File: src/rtl/game_console_pkg.sv
// Shared console constants: session FSM encoding, score width and default step timing.
package game_console_pkg;

  typedef logic [1:0] state_t;

  localparam state_t ST_MENU  = 2'd0;
  localparam state_t ST_PLAY  = 2'd1;
  localparam state_t ST_PAUSE = 2'd2;
  localparam state_t ST_OVER  = 2'd3;

  localparam int SCORE_W = 7;

  localparam int DEF_CNT_W       = 24;
  localparam int DEF_BASE_PERIOD = 4000000;
  localparam int DEF_STEP_DEC    = 50000;
  localparam int DEF_MIN_PERIOD  = 1000000;

endpackage

File: src/rtl/game_session_ctrl_if.sv
// Button, game-core and status signals between the session controller and the rest of the console.
interface game_session_ctrl_if
  import game_console_pkg::*;
#(
  parameter int NUM_GAMES = 4,
  parameter int SEL_W     = 2
);

  logic                         btn_left;
  logic                         btn_right;
  logic                         btn_start;
  logic [NUM_GAMES-1:0]         game_over_in;
  logic [NUM_GAMES*SCORE_W-1:0] score_in;

  logic [NUM_GAMES-1:0]         game_active;
  logic [SEL_W-1:0]             game_sel;
  logic                         game_btn_left;
  logic                         game_btn_right;
  logic                         step_tick;
  logic                         menu_active;
  logic                         paused;
  logic [SCORE_W-1:0]           high_score;
  logic                         new_record;

  modport master (
    output btn_left, btn_right, btn_start, game_over_in, score_in,
    input  game_active, game_sel, game_btn_left, game_btn_right, step_tick,
           menu_active, paused, high_score, new_record
  );

  modport slave (
    input  btn_left, btn_right, btn_start, game_over_in, score_in,
    output game_active, game_sel, game_btn_left, game_btn_right, step_tick,
           menu_active, paused, high_score, new_record
  );

endinterface

File: src/rtl/step_timer.sv
// Movement step timer: score-dependent period with a floor, down-counter with hold, one-cycle tick.
module step_timer
  import game_console_pkg::*;
#(
  parameter int CNT_W       = DEF_CNT_W,
  parameter int BASE_PERIOD = DEF_BASE_PERIOD,
  parameter int STEP_DEC    = DEF_STEP_DEC,
  parameter int MIN_PERIOD  = DEF_MIN_PERIOD
) (
  input  logic               clk,
  input  logic               srst,
  input  logic               run,
  input  logic               load,
  input  logic [SCORE_W-1:0] score,
  output logic               tick
);

  localparam int PW = CNT_W + 8;

  logic [PW-1:0]    dec_amount;
  logic [CNT_W-1:0] period;
  logic [CNT_W-1:0] cnt_q, cnt_d;

  // Clamp before subtracting so a high score can never wrap the period.
  assign dec_amount = PW'(score) * PW'(STEP_DEC);
  assign period = (dec_amount > PW'(BASE_PERIOD - MIN_PERIOD))
                ? CNT_W'(MIN_PERIOD)
                : CNT_W'(BASE_PERIOD) - dec_amount[CNT_W-1:0];

  assign tick = run && (cnt_q == '0);

  always_comb begin
    cnt_d = cnt_q;
    if (load || tick) begin
      cnt_d = period;
    end else if (run) begin
      cnt_d = cnt_q - CNT_W'(1);
    end
  end

  always_ff @(posedge clk) begin
    if (srst) begin
      cnt_q <= CNT_W'(BASE_PERIOD);
    end else begin
      cnt_q <= cnt_d;
    end
  end

endmodule

File: src/rtl/game_session_ctrl.sv
// Console session controller: menu/play/pause/over sequencing, button sharing between
// game cores, movement step timing and a per-game high-score bank.
module game_session_ctrl
  import game_console_pkg::*;
#(
  parameter int NUM_GAMES   = 4,
  parameter int SEL_W       = 2,
  parameter int CNT_W       = DEF_CNT_W,
  parameter int BASE_PERIOD = DEF_BASE_PERIOD,
  parameter int STEP_DEC    = DEF_STEP_DEC,
  parameter int MIN_PERIOD  = DEF_MIN_PERIOD
) (
  input  logic               clk_pix,
  input  logic               rst,
  game_session_ctrl_if.slave bus
);

  localparam logic [SEL_W-1:0] SEL_LAST = SEL_W'(NUM_GAMES - 1);

  state_t               state_q, state_d;
  logic [SEL_W-1:0]     sel_q, sel_d;
  logic                 prev_left_q, prev_right_q, prev_start_q;
  logic                 press_left, press_right, press_start;
  logic [NUM_GAMES-1:0] game_active_q, game_active_d;
  logic                 new_record_q, new_record_d;
  logic [NUM_GAMES-1:0] hs_upd;
  logic [SCORE_W-1:0]   hs_q [NUM_GAMES];
  logic [SCORE_W-1:0]   hs_d [NUM_GAMES];
  logic [SCORE_W-1:0]   score_arr [NUM_GAMES];
  logic [SCORE_W-1:0]   score_sel;
  logic                 over_sel;
  logic                 in_game, active_next, record_cycle;
  logic                 timer_run, timer_load;

  assign press_left  = bus.btn_left  & ~prev_left_q;
  assign press_right = bus.btn_right & ~prev_right_q;
  assign press_start = bus.btn_start & ~prev_start_q;
  assign over_sel    = bus.game_over_in[sel_q];
  assign score_sel   = score_arr[sel_q];

  always_ff @(posedge clk_pix) begin
    if (rst) begin
      state_q <= ST_MENU;
      sel_q   <= '0;
    end else begin
      state_q <= state_d;
      sel_q   <= sel_d;
    end
  end

  always_comb begin
    state_d = state_q;
    sel_d   = sel_q;
    case (state_q)
      ST_MENU: begin
        if (press_start) begin
          state_d = ST_PLAY;
        end else if (press_left && !press_right) begin
          sel_d = (sel_q == '0) ? SEL_LAST : sel_q - SEL_W'(1);
        end else if (press_right && !press_left) begin
          sel_d = (sel_q == SEL_LAST) ? '0 : sel_q + SEL_W'(1);
        end
      end
      ST_PLAY: begin
        if (over_sel)         state_d = ST_OVER;
        else if (press_start) state_d = ST_PAUSE;
      end
      ST_PAUSE: begin
        if (press_start) state_d = ST_PLAY;
      end
      ST_OVER: begin
        // A cleared game-over flag means the core restarted itself from a passed-through button.
        if (press_start)   state_d = ST_MENU;
        else if (!over_sel) state_d = ST_PLAY;
      end
      default: state_d = ST_MENU;
    endcase
  end

  always_comb begin
    in_game      = (state_q == ST_PLAY) || (state_q == ST_OVER);
    active_next  = (state_d == ST_PLAY) || (state_d == ST_OVER);
    timer_run    = (state_q == ST_PLAY);
    timer_load   = (state_d == ST_PLAY) && (state_q != ST_PLAY) && (state_q != ST_PAUSE);
    record_cycle = (state_q == ST_PLAY) && over_sel;
    new_record_d = |hs_upd;
  end

  for (genvar gi = 0; gi < NUM_GAMES; gi++) begin : g_game
    assign score_arr[gi]     = bus.score_in[gi*SCORE_W +: SCORE_W];
    assign game_active_d[gi] = active_next && (sel_d == SEL_W'(gi));
    assign hs_upd[gi]        = record_cycle && (sel_q == SEL_W'(gi)) && (score_arr[gi] > hs_q[gi]);
    assign hs_d[gi]          = hs_upd[gi] ? score_arr[gi] : hs_q[gi];
  end

  always_ff @(posedge clk_pix) begin
    if (rst) begin
      prev_left_q   <= 1'b0;
      prev_right_q  <= 1'b0;
      prev_start_q  <= 1'b0;
      game_active_q <= '0;
      new_record_q  <= 1'b0;
      for (int i = 0; i < NUM_GAMES; i++) begin
        hs_q[i] <= '0;
      end
    end else begin
      prev_left_q   <= bus.btn_left;
      prev_right_q  <= bus.btn_right;
      prev_start_q  <= bus.btn_start;
      game_active_q <= game_active_d;
      new_record_q  <= new_record_d;
      hs_q          <= hs_d;
    end
  end

  step_timer #(
    .CNT_W       (CNT_W),
    .BASE_PERIOD (BASE_PERIOD),
    .STEP_DEC    (STEP_DEC),
    .MIN_PERIOD  (MIN_PERIOD)
  ) u_step_timer (
    .clk   (clk_pix),
    .srst  (rst),
    .run   (timer_run),
    .load  (timer_load),
    .score (score_sel),
    .tick  (bus.step_tick)
  );

  assign bus.game_active    = game_active_q;
  assign bus.game_sel       = sel_q;
  assign bus.game_btn_left  = bus.btn_left  & in_game;
  assign bus.game_btn_right = bus.btn_right & in_game;
  assign bus.menu_active    = (state_q == ST_MENU);
  assign bus.paused         = (state_q == ST_PAUSE);
  assign bus.high_score     = hs_q[sel_q];
  assign bus.new_record     = new_record_q;

endmodule

File: src/flat_wrapper.sv
// flat-port wrapper written by rule: the top's interface ports become plain ports
module game_session_ctrl_flat import game_console_pkg::*;
#(
  parameter int NUM_GAMES   = 4,
  parameter int SEL_W       = 2,
  parameter int CNT_W       = DEF_CNT_W,
  parameter int BASE_PERIOD = DEF_BASE_PERIOD,
  parameter int STEP_DEC    = DEF_STEP_DEC,
  parameter int MIN_PERIOD  = DEF_MIN_PERIOD
)
  (clk_pix, rst, bus_btn_left, bus_btn_right, bus_btn_start, bus_game_over_in, bus_score_in, bus_game_active, bus_game_sel, bus_game_btn_left, bus_game_btn_right, bus_step_tick, bus_menu_active, bus_paused, bus_high_score, bus_new_record);
  game_session_ctrl_if #(.NUM_GAMES(NUM_GAMES), .SEL_W(SEL_W)) bus_i ();
  input  logic clk_pix;
  input  logic rst;
  input wire logic [$bits(bus_i.btn_left)-1:0] bus_btn_left;
  input wire logic [$bits(bus_i.btn_right)-1:0] bus_btn_right;
  input wire logic [$bits(bus_i.btn_start)-1:0] bus_btn_start;
  input wire logic [$bits(bus_i.game_over_in)-1:0] bus_game_over_in;
  input wire logic [$bits(bus_i.score_in)-1:0] bus_score_in;
  output wire logic [$bits(bus_i.game_active)-1:0] bus_game_active;
  output wire logic [$bits(bus_i.game_sel)-1:0] bus_game_sel;
  output wire logic [$bits(bus_i.game_btn_left)-1:0] bus_game_btn_left;
  output wire logic [$bits(bus_i.game_btn_right)-1:0] bus_game_btn_right;
  output wire logic [$bits(bus_i.step_tick)-1:0] bus_step_tick;
  output wire logic [$bits(bus_i.menu_active)-1:0] bus_menu_active;
  output wire logic [$bits(bus_i.paused)-1:0] bus_paused;
  output wire logic [$bits(bus_i.high_score)-1:0] bus_high_score;
  output wire logic [$bits(bus_i.new_record)-1:0] bus_new_record;
  assign bus_i.btn_left = bus_btn_left;
  assign bus_i.btn_right = bus_btn_right;
  assign bus_i.btn_start = bus_btn_start;
  assign bus_i.game_over_in = bus_game_over_in;
  assign bus_i.score_in = bus_score_in;
  assign bus_game_active = bus_i.game_active;
  assign bus_game_sel = bus_i.game_sel;
  assign bus_game_btn_left = bus_i.game_btn_left;
  assign bus_game_btn_right = bus_i.game_btn_right;
  assign bus_step_tick = bus_i.step_tick;
  assign bus_menu_active = bus_i.menu_active;
  assign bus_paused = bus_i.paused;
  assign bus_high_score = bus_i.high_score;
  assign bus_new_record = bus_i.new_record;
  game_session_ctrl #(.NUM_GAMES(NUM_GAMES), .SEL_W(SEL_W), .CNT_W(CNT_W), .BASE_PERIOD(BASE_PERIOD), .STEP_DEC(STEP_DEC), .MIN_PERIOD(MIN_PERIOD)) u_core (.clk_pix(clk_pix), .rst(rst), .bus(bus_i));
endmodule
File: config.mk
export PLATFORM = sky130hd
export DESIGN_NAME = game_session_ctrl_flat
export DESIGN_NICKNAME = d
export VERILOG_FILES = /design/src/rtl/game_console_pkg.sv /design/src/rtl/game_session_ctrl_if.sv /design/src/rtl/step_timer.sv /design/src/rtl/game_session_ctrl.sv /design/src/flat_wrapper.sv
export SDC_FILE = /design/constraint.sdc
export NUM_CORES = 1
export LEC_CHECK = 0
export ABC_AREA = 0
export BUFFER_PORTS_ARGS = -buffer_cell sky130_fd_sc_hd__buf_2
export CAP_MARGIN = 20
export CORE_ASPECT_RATIO = 0.6
export CORE_MARGIN = 4
export CORE_UTILIZATION = 35
export CTS_CLUSTER_DIAMETER = 200
export CTS_CLUSTER_SIZE = 12
export DETAILED_ROUTE_END_ITERATION = 16
export GPL_ROUTABILITY_DRIVEN = 0
export SYNTH_ARGS = -nofsm -noshare
export SYNTH_HDL_FRONTEND = slang
export SYNTH_SLANG_ARGS = --single-unit
File: constraint.sdc
create_clock -name clk_pix -period 12.6 [get_ports clk_pix]
set_input_delay 1.26 -clock clk_pix [delete_from_list [all_inputs] [get_ports clk_pix]]
set_output_delay 1.26 -clock clk_pix [all_outputs]
set_load 0.02 [all_outputs]
### Word level (Yosys, flattened, before mapping)

Cells that the tools add are included.
Widths: inputs -> output; s select.

* reduce and logical (&&, ||, !) cells: 30
* divide/modulo/power cells: 0
* bitwise logic cells: 9
* $add $sub $neg: 4
* shift-type cells: 0
* mux-type cells: 23
* equal/unequal tests: 13
* $mul: 1
* magnitude comparators: 7

Operators by type and width (number)
* $mux 24: 3
* $bmux 7 s2: 2
* $gt 7x7->1: 4
* $mux 7: 4
* $logic_not 24->1: 1
* $sub 22x23->24 const A: 1
* $sub 24x1->24 const B: 1
* $gt 23x22->1 const B: 1
* $mux 2: 11
* $mul 7x12->19 const B: 1
* $logic_and 1x1->1: 18
* $eq 2x2->1 const B: 7
* $eq 2x1->1 const B: 4
* $logic_not 2->1: 3
* $pmux 2 s3: 1
* $and 1x1->1: 5
* $reduce_or 4->1: 1
* $ge 3x3->1 const B: 1
* $logic_or 1x1->1: 3
* $lt 2x3->1 const B: 1
* $not 1->1: 3
* $not 2->3: 1
* $add 2x1->2 const B: 1
* $bmux 1 s2: 1
* 7 further kinds: 8

* RAM bits: 0
* memories: 0
* latch bits: 0
* register bits after elaboration: 64
* bits in read-only memories: 0
* output and inout bits: 19

### Longest topological paths before layout

Gate-level depths: netlist of the first run.

* depth in word-level cells: 10
* mapped depth: 21
* mapped depth without buffers: 19

### Cells and area by module

Synthesis of the first run repeated with hierarchy kept, for this count alone.

* cell total of the unflattened synthesis: 653
* area total of the unflattened synthesis: 5903.2 um2

Modules (own cells, without submodules)
* step_timer: cells an instance 379, instances 1, area an instance 3196.8 um2
* game_session_ctrl: cells an instance 274, instances 1, area an instance 2706.3 um2

### Least setup slack after synthesis of the first run

OpenSTA, ideal clock, no wires.

* path kind: reg2reg
* start point: register u_core.sel_q[0], in the netlist u_core.bus.game_sel[0]
* end point: register u_core.u_step_timer.cnt_q[16]
* clock period less this slack: 5.900 ns
* buffers on the path: 4
* required time: 12.478 ns
* arrival: 5.778 ns
* stages on the path, launching flop included: 20
* slack: 6.700 ns
* setup time: 0.122 ns
* cells stage by stage: dfxtp_1 -> buf_2 -> buf_1 -> mux4_2 -> ha_1 -> ha_1 -> fa_1 -> ha_1 -> ha_1 -> buf_2 -> and3_1 -> a221oi_1 -> nor3_1 -> or4_1 -> nand4_1 -> o21a_1 -> o21a_1 -> buf_4 -> nand3b_1 -> a221o_1

* word-level cells in the longest chain between the ends: 10
* elaborated cells on any way between the ends: 20

Ends and longest elaborated chain
* start, declared: RTL line game_session_ctrl.sv:21 `logic [SEL_W-1:0] sel_q, sel_d;`
* start signal, assigned: RTL line game_session_ctrl.sv:47 `sel_q <= sel_d;`
* parallel branches: the longest is 10 deep, another holds $sub 22x23->24
* end signal, assigned: RTL line step_timer.sv:43 `cnt_q <= CNT_W'(BASE_PERIOD);`
* end signal, assigned: RTL line step_timer.sv:45 `cnt_q <= cnt_d;`
* end, declared: RTL line step_timer.sv:22 `logic [CNT_W-1:0] cnt_q, cnt_d;`

Several ways; the timed one is not identified. The select of a mux whose other input is x is not followed.
A chain may end at the register's enable or synchronous reset.

### Worst setup path after layout of the first run

* start point: input bus_score_in[25]
* end point: register u_core.u_step_timer.cnt_q[18]

* word-level cells in the longest chain between the ends: 7
* elaborated cells on any way between the ends: 8

Ends and longest elaborated chain
* start, declared: RTL line flat_wrapper.sv:19 `input wire logic [$bits(bus_i.score_in)-1:0] bus_score_in;`
* $bmux 7 s2 *: RTL line game_session_ctrl.sv:39 `assign score_sel = score_arr[sel_q];`
* $mux 7 (not written as such) * (2 in a row): RTL line game_session_ctrl.sv:39
* $mul 7x12->19 *: RTL line step_timer.sv:25 `assign dec_amount = PW'(score) * PW'(STEP_DEC);`
* $sub 22x23->24 or $gt 23x22->1 (tied branches): RTL line step_timer.sv:28, step_timer.sv:26
* $mux 24 *: RTL line step_timer.sv:27 `? CNT_W'(MIN_PERIOD)`
* $mux 24 *: RTL line step_timer.sv:34 `if (load || tick) begin`

Mark *: on every way between the ends. The rest lies on a longest branch, timed or not. The select of a mux whose other input is x is not followed.

==> flow_summary.json, run 1 <==
{
  "startpoint": "bus_score_in[25]",
  "antenna_found_initial": 0,
  "core-area_sq_mm": 0.01622,
  "drive_gt1_frac": 0.1468,
  "fin_crit_ns": 6.608,
  "critPathLaunchType": "input pin",
  "post_drt_wl_per_cell_microns": 15.95,
  "synth.area.mux_share": 0.1123,
  "worst_slack_ns": 5.992,
  "via_per_inst": 5.447,
  "design.die.area_sq_mm": 0.01874,
  "fin_skew_ns": 0.01461,
  "diodes": 0,
  "crit_buf_inv": 1,
  "path_delay_family": "compound AO/OA/AOI/OAI gates",
  "cp.depth": 18,
  "synth_compound_area_frac": 0.1654,
  "clk_pin_slew_ns": 0.06,
  "drt_iter0_markers": 409,
  "drtAntennaViolNets": 0,
  "fillers": 1659,
  "fin_crit_sh": 0.5244,
  "synthAdderAreaFrac": 0.2043,
  "grt_max_degree": 59,
  "nets": 852,
  "slowest_delay_ns": 0.61,
  "holdBufCountCts": 0,
  "synth-main-ff-cell": "dfxtp_1",
  "p_per_area_mw_per_mm2": 273.5,
  "timing.rr.start": "u_core.bus.game_sel[1]",
  "numCtsBuffers": 9,
  "syn_nets": 799,
  "overflow": 0,
  "areaGrowthSynthToFinish_pct": 14.79,
  "first_global_vias": 4705,
  "worst_pin_slew_ns": 0.8699,
  "fin_util": 0.4101,
  "synthSimpleGateAreaFrac": 0.1940,
  "first_pass_iters": 5,
  "io_buffers": 55,
  "cts_resized": 0,
  "arrival_ns": 6.83,
  "synth_edf_count": 0,
  "syn-cell-area_sq_mm": 0.005793,
  "root_buffer": "clkbuf_16",
  "place_ws_ns": 5.741,
  "synth_top_family_by_area": "adder cells",
  "r2r_end": "u_core.u_step_timer.cnt_q[18]",
  "crit_end": "u_core.u_step_timer.cnt_q[18]",
  "synth.distinct_cells": 61,
  "yosys_warnings": 0,
  "syn_avg_cell_area_sq_um": 8.633,
  "hold_class": "flip-flop to flip-flop",
  "drc": 0,
  "fmax_mhz": 151.3,
  "cts_tree": "done",
  "synthCells": 671,
  "timing_hold_violations_final": 0,
  "regArea_sq_mm": 0.001281,
  "synth-xor-area-share": 0.05292,
  "slew_viol_final": 0,
  "vias": 5109,
  "grt_usage": 0.1623,
  "die_y_microns": 107.7,
  "rows": 36,
  "cts_setup_buffers": 0,
  "status": "finished clean",
  "crit_required_ns": 12.82,
  "multi_input_area_sq_mm": 0.004223,
  "vdd_ir_drop_max_v": 0.0001406,
  "cp_cell_sequence": "buf_2 -> mux4_2 -> ha_1 -> xor2_1 -> ha_1 -> a21o_1 -> fa_1 -> ha_1 -> ha_1 -> and3_1 -> a221oi_1 -> xnor2_1 -> o311ai_0 -> a2bb2oi_1 -> o21a_1 -> o21a_1 -> nand2_1 -> a221o_1",
  "htree_levels": 3,
  "start_util": 0.3573,
  "critPathCaptureType": "flip-flop",
  "grt_setup_unrepaired": "no",
  "hold_ws_ns": 0.4877,
  "synth-seq-area-share": 0.2212,
  "wl_mm": 14.96,
  "io_pins": 56,
  "setup_viol": 0,
  "slowest_stage": "o21a_1",
  "cts_buffer_depth": 2,
  "leakagePower_uw": 0.002762,
  "maxCapViolCount": 0,
  "crit_fanout": 20,
  "crit_top_cell": "ha_1",
  "max_slew_margin": 0.4193,
  "async_flop_share": 0,
  "grt_pass1_wl_mm": 24.62,
  "tns_ns": 0,
  "dieWidth_microns": 174.1,
  "clkSinkCount": 64,
  "worstSetupPathType": "input pin to flip-flop",
  "dpl.hpwl_mm": 11.90,
  "r2r_slack_ns": 6.21,
  "ys_ff_latch": 64,
  "ff2ff_path_depth": 17,
  "insertion_delay_ns": 0.34
}
==> power breakdown <==
part	internal (uW)	total (uW)	switching [uW]	leakage, uW
Clock	196	303	107	0.000171
Combinational	516	1250	735	0.00207
Sequential	230	266	35.3	0.000522
Total	942	1820	877	0.00276
==> through the flow <==
stage | cell area (sq um) | power, uW | instances
4_1_cts | 6650 | 1814 | 938
3_3_place_gp | 6300 | 1505 | 922
5_1_grt | 6650 | 2007 | 938
6_report | 6650 | 1819 | 938
2_1_floorplan | 5793 | 1255 | 671
3_5_place_dp | 6300 | 1504 | 922
==> registers in the layout (all words and copies together) (netlist names) <==
register	cells
u_core.u_step_timer.cnt_q	24
u_core.hs_q	28
u_core.bus.new_record	1
u_core.bus.game_sel	2
u_core.prev_right_q	1
u_core.state_q	2
u_core.prev_left_q	1
u_core.bus.game_active	4
u_core.prev_start_q	1
==> layer usage <==
layer | GRT usage | wire length [microns] | up-vias
met5 | 0 | 0 | -
met4 | 0.02654 | 101 | 0
met1 | 0.2624 | 8460 | 2400
li1 | - | - | 2560
met2 | 0.2165 | 5554 | 142
met3 | 0.03545 | 846 | 7
==> cells in the final DEF, fill, tap and decap left out, drive strengths merged, types with 10 or more instances in the layout <==
cell,synthesis,routed
a211oi,12,12
a21o,12,12
a21oi,30,30
and2,10,10
buf,6,63
dfxtp,64,64
ha,85,85
inv,53,56
mux2i,29,29
mux4,16,16
nand2,31,31
nand3,14,14
nor2,82,82
nor2b,13,13
nor3,23,23
o21ai,22,22
xnor2,19,19
xor2,16,16
==> worst register-to-register path, stage by stage (launching register included) <==
cell       delay (ns)
dfxtp_1          0.89
mux4_2           0.51
ha_1             0.25
xor2_1           0.17
ha_1             0.18
a21o_1           0.16
fa_1             0.43
ha_1             0.31
ha_1             0.44
and3_1           0.28
a221oi_1         0.53
xnor2_1          0.26
o311ai_0         0.45
a2bb2oi_1        0.22
o21a_1           0.12
o21a_1           0.61
nand2_1          0.13
a221o_1          0.34
==> cells in the mapped netlist (10+ instances only) <==
master    number  share of area
ha_1          85           0.18
nor2b_1       13          0.014
xor2_1        16          0.024
a21o_1        12          0.016
nand3_1       14          0.012
and2_1        10          0.011
inv_1         53          0.034
mux4_2        16          0.062
o21ai_0       22          0.019
a211oi_1      12          0.016
mux2i_1       29          0.050
nand2_1       31          0.020
nor2_1        82          0.053
nor3_1        23          0.020
xnor2_1       19          0.029
clkbuf_1      15         0.0097
dfxtp_1       64           0.22
a21oi_1       30          0.026
==> cells by family (layout without fill, tap and decap cells) <==
group,after synthesis,in the layout
multiplexers,45,45
adder cells (fa/ha/maj),91,91
XOR/XNOR,35,35
flip-flops,64,64
AND/OR/NAND/NOR,224,224
AO/OA/AOI/OAI,138,138
buffers and inverters,74,132
==> worst min path at each step <==
stage / startpoint / to / slack, ns / depth (start not counted)
3_3_place_gp: u_core.u_step_timer.cnt_q[21] / u_core.u_step_timer.cnt_q[21] / 0.48 / 2
3_5_place_dp: u_core.u_step_timer.cnt_q[21] / u_core.u_step_timer.cnt_q[21] / 0.48 / 2
2_1_floorplan: u_core.u_step_timer.cnt_q[21] / u_core.u_step_timer.cnt_q[21] / 0.45 / 2
6_report: u_core.u_step_timer.cnt_q[21] / u_core.u_step_timer.cnt_q[21] / 0.49 / 2
4_1_cts: u_core.u_step_timer.cnt_q[21] / u_core.u_step_timer.cnt_q[21] / 0.50 / 2
5_1_grt: u_core.u_step_timer.cnt_q[21] / u_core.u_step_timer.cnt_q[21] / 0.54 / 2
==> cell type report <==
type	count	area share
repair buffers	63	0.05042
flip-flops and latches	64	0.1927
inverters	53	0.02992
clock inverters	7	0.01881
clock buffers	9	0.03387
multi-input cells	533	0.6350
well taps	209	0.03932
Note: power is estimated with default switching activity, not from simulation.
==> run 2, diff against run 1 <==
==> constraint.sdc (replaced) <==
create_clock -name clk_pix -period 6.2 [get_ports clk_pix]
set_input_delay 0.62 -clock clk_pix [delete_from_list [all_inputs] [get_ports clk_pix]]
set_output_delay 0.62 -clock clk_pix [all_outputs]
set_load 0.02 [all_outputs]
==> run 2 against run 1 <==
Against the previous run: design area grew 0.45%; largest cell class unchanged; via count grew 0.61%; register-to-register slack got worse by 5.6 ns; highest routed layer unchanged; critical endpoint is now u_core.u_step_timer.cnt_q[13]; critical path depth fell by 1; critical path type is now flip-flop to flip-flop; die area is the same; clock-buffer cell count unchanged.
==> flow_summary.json, run 2 (synthesized netlist as in run 1, its figures left out) <==
{
  "status": "finished clean",
  "pwr-share-clk": 0.150,
  "first_global_vias": 4967,
  "rows": 36,
  "p_comb_frac": 0.707,
  "drc": 0,
  "grt_pass1_wl_mm": 26.01,
  "antenna_found_initial": 0,
  "fmax_mhz": 180.0,
  "areaGrowthSynthToFinish_pct": 15.31,
  "cts_buffer_depth": 2,
  "hold_class": "flip-flop to flip-flop",
  "grt_setup_unrepaired": "no",
  "start_util": 0.3573,
  "drt_iter0_markers": 390,
  "p_switching_uw": 1797,
  "grt_max_degree": 59,
  "p_int_uw": 1957,
  "holdBufCountCts": 0,
  "largest_reg_flops": 28,
  "clkSinkCount": 64,
  "post_drt_wl_per_cell_microns": 16.07,
  "fin_skew_ns": 0.01571,
  "worst_pin_slew_ns": 0.9011,
  "first_pass_iters": 4,
  "slew_viol_final": 0,
  "max_slew_margin": 0.3947,
  "htree_levels": 3,
  "worstSetupPathType": "flip-flop to flip-flop",
  "numCtsBuffers": 9,
  "core-area_sq_mm": 0.01622,
  "switching_share": 0.4787,
  "fin_crit_ns": 5.557,
  "hold_ws_ns": 0.4820,
  "insertion_delay_ns": 0.34,
  "overflow": 0,
  "design.die.area_sq_mm": 0.01874,
  "fillers": 1638,
  "crit_fanout": 11,
  "cts_resized": 0,
  "die_y_microns": 107.7,
  "grt_usage": 0.1697,
  "critPathCaptureType": "flip-flop",
  "crit_required_ns": 6.44,
  "critPathLaunchType": "flip-flop",
  "leakagePower_uw": 0.002784,
  "cts_tree": "done",
  "setup_viol": 0,
  "drive_gt1_frac": 0.1576,
  "via_per_inst": 5.439,
  "fin_total_pwr_uw": 3753,
  "root_buffer": "clkbuf_16",
  "mostFrequentLayoutCells": "ha_1 (85), nor2_1 (82), dfxtp_1 (63), buf_2 (55), inv_1 (53)",
  "maxCapViolCount": 0,
  "final_common_cell": "ha_1",
  "place_ws_ns": 0.2974,
  "nets": 859,
  "tns_ns": 0,
  "drtAntennaViolNets": 0,
  "worst_slack_ns": 0.6430,
  "diodes": 0,
  "seqPwrFrac": 0.143,
  "p_per_area_mw_per_mm2": 561.8,
  "fin_util": 0.4120,
  "vdd_ir_drop_max_v": 0.0003006,
  "timing_hold_violations_final": 0,
  "clk_pin_slew_ns": 0.06,
  "arrival_ns": 5.80,
  "regMostFlops": "u_core.hs_q",
  "io_buffers": 55,
  "io_pins": 56,
  "dieWidth_microns": 174.1,
  "dpl.hpwl_mm": 12.03,
  "vias": 5140,
  "wl_mm": 15.18,
  "fin_crit_sh": 0.8963,
  "cts_setup_buffers": 0
}
==> run 2: worst max-delay path, stage by stage, from the launching register on <==
cell and delay [ns]:
dfxtp_2 0.49, mux4_2 0.63, ha_1 0.26, xor2_1 0.16
ha_1 0.30, fa_1 0.46, ha_1 0.30, ha_1 0.36
a21o_1 0.24, a221oi_2 0.39, nor3_1 0.13, or4_1 0.52
nand4_1 0.16, o21a_1 0.14, o21a_1 0.34, buf_4 0.26
a211oi_1 0.10, nor4_2 0.24
==> run 2: final timing paths <==
kind	slack [ns]	to	cells past startpoint	startpoint
worst max-delay path	0.64	u_core.u_step_timer.cnt_q[13]	17	u_core.bus.game_sel[0]
worst min-delay path	0.48	u_core.u_step_timer.cnt_q[21]	2	u_core.u_step_timer.cnt_q[21]
worst max register to register	0.64	u_core.u_step_timer.cnt_q[13]	17	u_core.bus.game_sel[0]
worst min register to register	0.48	u_core.u_step_timer.cnt_q[21]	2	u_core.u_step_timer.cnt_q[21]
==> run 2: area by class of cell <==
cell class / instances / area, sq um / share of cell area
Multi-Input combinational cell: 533 / 4229 / 0.6331
Tap cell: 209 / 261.5 / 0.03915
Clock inverter: 7 / 95.09 / 0.01423
Clock buffer: 9 / 225.2 / 0.03371
Inverter: 53 / 198.9 / 0.02978
Timing Repair Buffer: 70 / 387.9 / 0.05806
Sequential cell: 64 / 1282 / 0.1920
==> run 2: through the flow <==
stage / cells / area (sq um)
floorplan: 671 / 5793
global placement: 929 / 6352
detailed placement: 929 / 6352
CTS: 945 / 6673
global route: 945 / 6680
finish: 945 / 6680
==> run 2: layer usage <==
layer,wire length [microns],vias up,global-route usage
met4,71,0,0.02428
li1,-,2577,-
met5,0,-,0
met1,8634,2430,0.2706
met3,750,8,0.03194
met2,5728,125,0.2368
==> run 2: power groups by stage <==
| stage | sequential, uW | combinational (uW) | clock, uW |
|---|---|---|---|
| 3_3_place_gp | 543 | 2620 | 0 |
| 3_5_place_dp | 543 | 2600 | 0 |
| 4_1_cts | 534 | 2620 | 573 |
| 5_1_grt | 548 | 3010 | 587 |
| 2_1_floorplan | 528 | 2020 | 0 |
| 6_report | 537 | 2650 | 563 |
==> run 3, diff against run 2 <==
--- a/config.mk
+++ b/config.mk
@@ -6,15 +6,16 @@
 export NUM_CORES = 1
 export LEC_CHECK = 0
 export ABC_AREA = 0
-export BUFFER_PORTS_ARGS = -buffer_cell sky130_fd_sc_hd__buf_2
+export BUFFER_PORTS_ARGS = -buffer_cell sky130_fd_sc_hd__buf_4
 export CAP_MARGIN = 20
 export CORE_ASPECT_RATIO = 0.6
 export CORE_MARGIN = 4
-export CORE_UTILIZATION = 35
+export CORE_UTILIZATION = 50
 export CTS_CLUSTER_DIAMETER = 200
 export CTS_CLUSTER_SIZE = 12
 export DETAILED_ROUTE_END_ITERATION = 16
 export GPL_ROUTABILITY_DRIVEN = 0
+export PLACE_DENSITY = 0.69
 export SYNTH_ARGS = -nofsm -noshare
 export SYNTH_HDL_FRONTEND = slang
 export SYNTH_SLANG_ARGS = --single-unit
==> run 3 against run 2 <==
Against the previous run: fmax shrank 1.7%; critical path depth is the same; sequential power is 0.7% higher; register-to-register slack got worse by 0.098 ns; via count grew 2.8%; die area down 28%; clock power down 5.2%; utilization rose by 18 points; power fell by 0.60%; critical endpoint is now u_core.u_step_timer.cnt_q[4]; combinational power is essentially flat; clock skew is 0.010 ns lower.
==> flow_summary.json, run 3 (synthesized netlist as in run 1, its figures left out) <==
{
  "dieWidth_microns": 147.0,
  "vias": 5286,
  "antenna_found_initial": 0,
  "post_drt_wl_per_cell_microns": 18.45,
  "clkSinkCount": 64,
  "fillers": 1018,
  "worstSetupPathType": "flip-flop to flip-flop",
  "fin_total_pwr_uw": 3731,
  "hold_ws_ns": 0.4783,
  "leakagePower_uw": 0.002786,
  "drive_gt1_frac": 0.1569,
  "cts_setup_buffers": 0,
  "overflow": 0,
  "largest_reg_flops": 28,
  "drt_iter0_markers": 431,
  "crit_top_cell": "ha_1",
  "maxCapViolCount": 0,
  "io_pins": 56,
  "crit_fanout": 12,
  "fin_crit_sh": 0.9121,
  "grt_pass1_wl_mm": 26.59,
  "via_per_inst": 5.919,
  "timing_hold_violations_final": 0,
  "root_buffer": "clkbuf_16",
  "worst_pin_slew_ns": 1.022,
  "slowest_stage": "mux4_2",
  "nets": 856,
  "arrival_ns": 5.91,
  "p_per_area_mw_per_mm2": 554.8,
  "fmax_mhz": 176.8,
  "first_global_vias": 5073,
  "fin_util": 0.5951,
  "grt_max_degree": 59,
  "fin_crit_ns": 5.655,
  "crit_required_ns": 6.46,
  "insertion_delay_ns": 0.34,
  "final_common_cell": "ha_1",
  "htree_levels": 3,
  "mostFrequentLayoutCells": "ha_1 (85), nor2_1 (82), buf_4 (67), dfxtp_1 (62), inv_1 (53)",
  "io_buffers": 55,
  "drtAntennaViolNets": 0,
  "vdd_ir_drop_max_v": 0.0003257,
  "setup_viol": 0,
  "tns_ns": 0,
  "status": "finished clean",
  "max_slew_margin": 0.3150,
  "start_util": 0.5127,
  "areaGrowthSynthToFinish_pct": 16.07,
  "design.die.area_sq_mm": 0.01343,
  "critPathLaunchType": "flip-flop",
  "rows": 30,
  "diodes": 0,
  "wl_mm": 16.48,
  "cts_tree": "done",
  "cts_buffer_depth": 2,
  "fin_skew_ns": 0.005480,
  "hold_class": "flip-flop to flip-flop",
  "first_pass_iters": 5,
  "grt_usage": 0.2488,
  "die_y_microns": 91.38,
  "slew_viol_final": 0,
  "regMostFlops": "u_core.hs_q",
  "dpl.hpwl_mm": 13.09,
  "numCtsBuffers": 9,
  "cp_cell_sequence": "mux4_2 -> ha_1 -> xor2_1 -> ha_1 -> fa_1 -> ha_1 -> ha_1 -> a21o_1 -> a221oi_2 -> nor3_1 -> or4_1 -> nand4_1 -> o21a_1 -> o21a_1 -> buf_4 -> nand2_1 -> a211oi_1",
  "grt_setup_unrepaired": "no",
  "critPathCaptureType": "flip-flop",
  "drc": 0,
  "core-area_sq_mm": 0.01130,
  "slowest_delay_ns": 0.65,
  "clk_pin_slew_ns": 0.06
}
-- run 3: cell types whose count changed in the layout (fill, tap and decap cells not counted), sizes merged --
cell,previous run,this run
inv,54,56
clkinv,3,0
buf,70,67
bufinv,2,1
clkinvlp,1,3
-- run 3: worst paths after layout --
kind              slack (ns)  cells after the start                             to                           from
setup / recovery        0.54                     17   u_core.u_step_timer.cnt_q[4]         u_core.bus.game_sel[0]
hold / removal          0.48                      2  u_core.u_step_timer.cnt_q[21]  u_core.u_step_timer.cnt_q[21]
setup reg to reg        0.54                     17   u_core.u_step_timer.cnt_q[4]         u_core.bus.game_sel[0]
hold reg to reg         0.48                      2  u_core.u_step_timer.cnt_q[21]  u_core.u_step_timer.cnt_q[21]
-- run 3: routing by layer --
metal,part of all wire,vias to the layer above,GRT usage
met5,0,-,0
met4,0.0073,0,0.04341
met3,0.11,10,0.1027
met2,0.37,205,0.3305
met1,0.51,2500,0.3737
li1,-,2571,-
-- run 3: stage by stage --
step,instance area [sq um],worst slack (ns),cells
CTS,6715,0.2006,893
finish,6724,0.5449,893
floorplan,5793,0.2997,671
detailed placement,6411,0.2711,877
global placement,6411,0.4024,877
global route,6724,0.1103,893
-- run 3: repair_timing --
item,4_1_cts,5_1_grt
hold endpoints to repair,0,0
gates resized for setup,0,3
setup endpoints to repair,0,17
hold buffers,0,0
-- run 3: power breakdown --
part	switching (uW)	internal (uW)	total [uW]
combinational	1540	1110	2660
clock	218	316	534
sequential	72.3	469	541
total	1840	1900	3730
-- run 3: layout make-up --
cell class                      count  area (sq um)  area share
Timing Repair Buffer               67         503.0     0.07480
Multi-Input combinational cell    533          4234      0.6297
Inverter                           53         198.9     0.02959
Sequential cell                    64          1284      0.1909
Tap cell                          160         200.2     0.02977
Clock buffer                        9         225.2     0.03349
Clock inverter                      7         78.83     0.01172
-- run 3: worst max-delay path: cells and delay by family (launching register included) --
kind                       cells  cell delay [ns]
adders and majority gates      5             1.68
AOI/OAI and AO/OA              5             1.38
and+or+nand+nor                4             0.88
muxes                          1             0.65
DFF                            1             0.53
buffers and inverters          1             0.26
xor gates and xnor gates       1             0.17
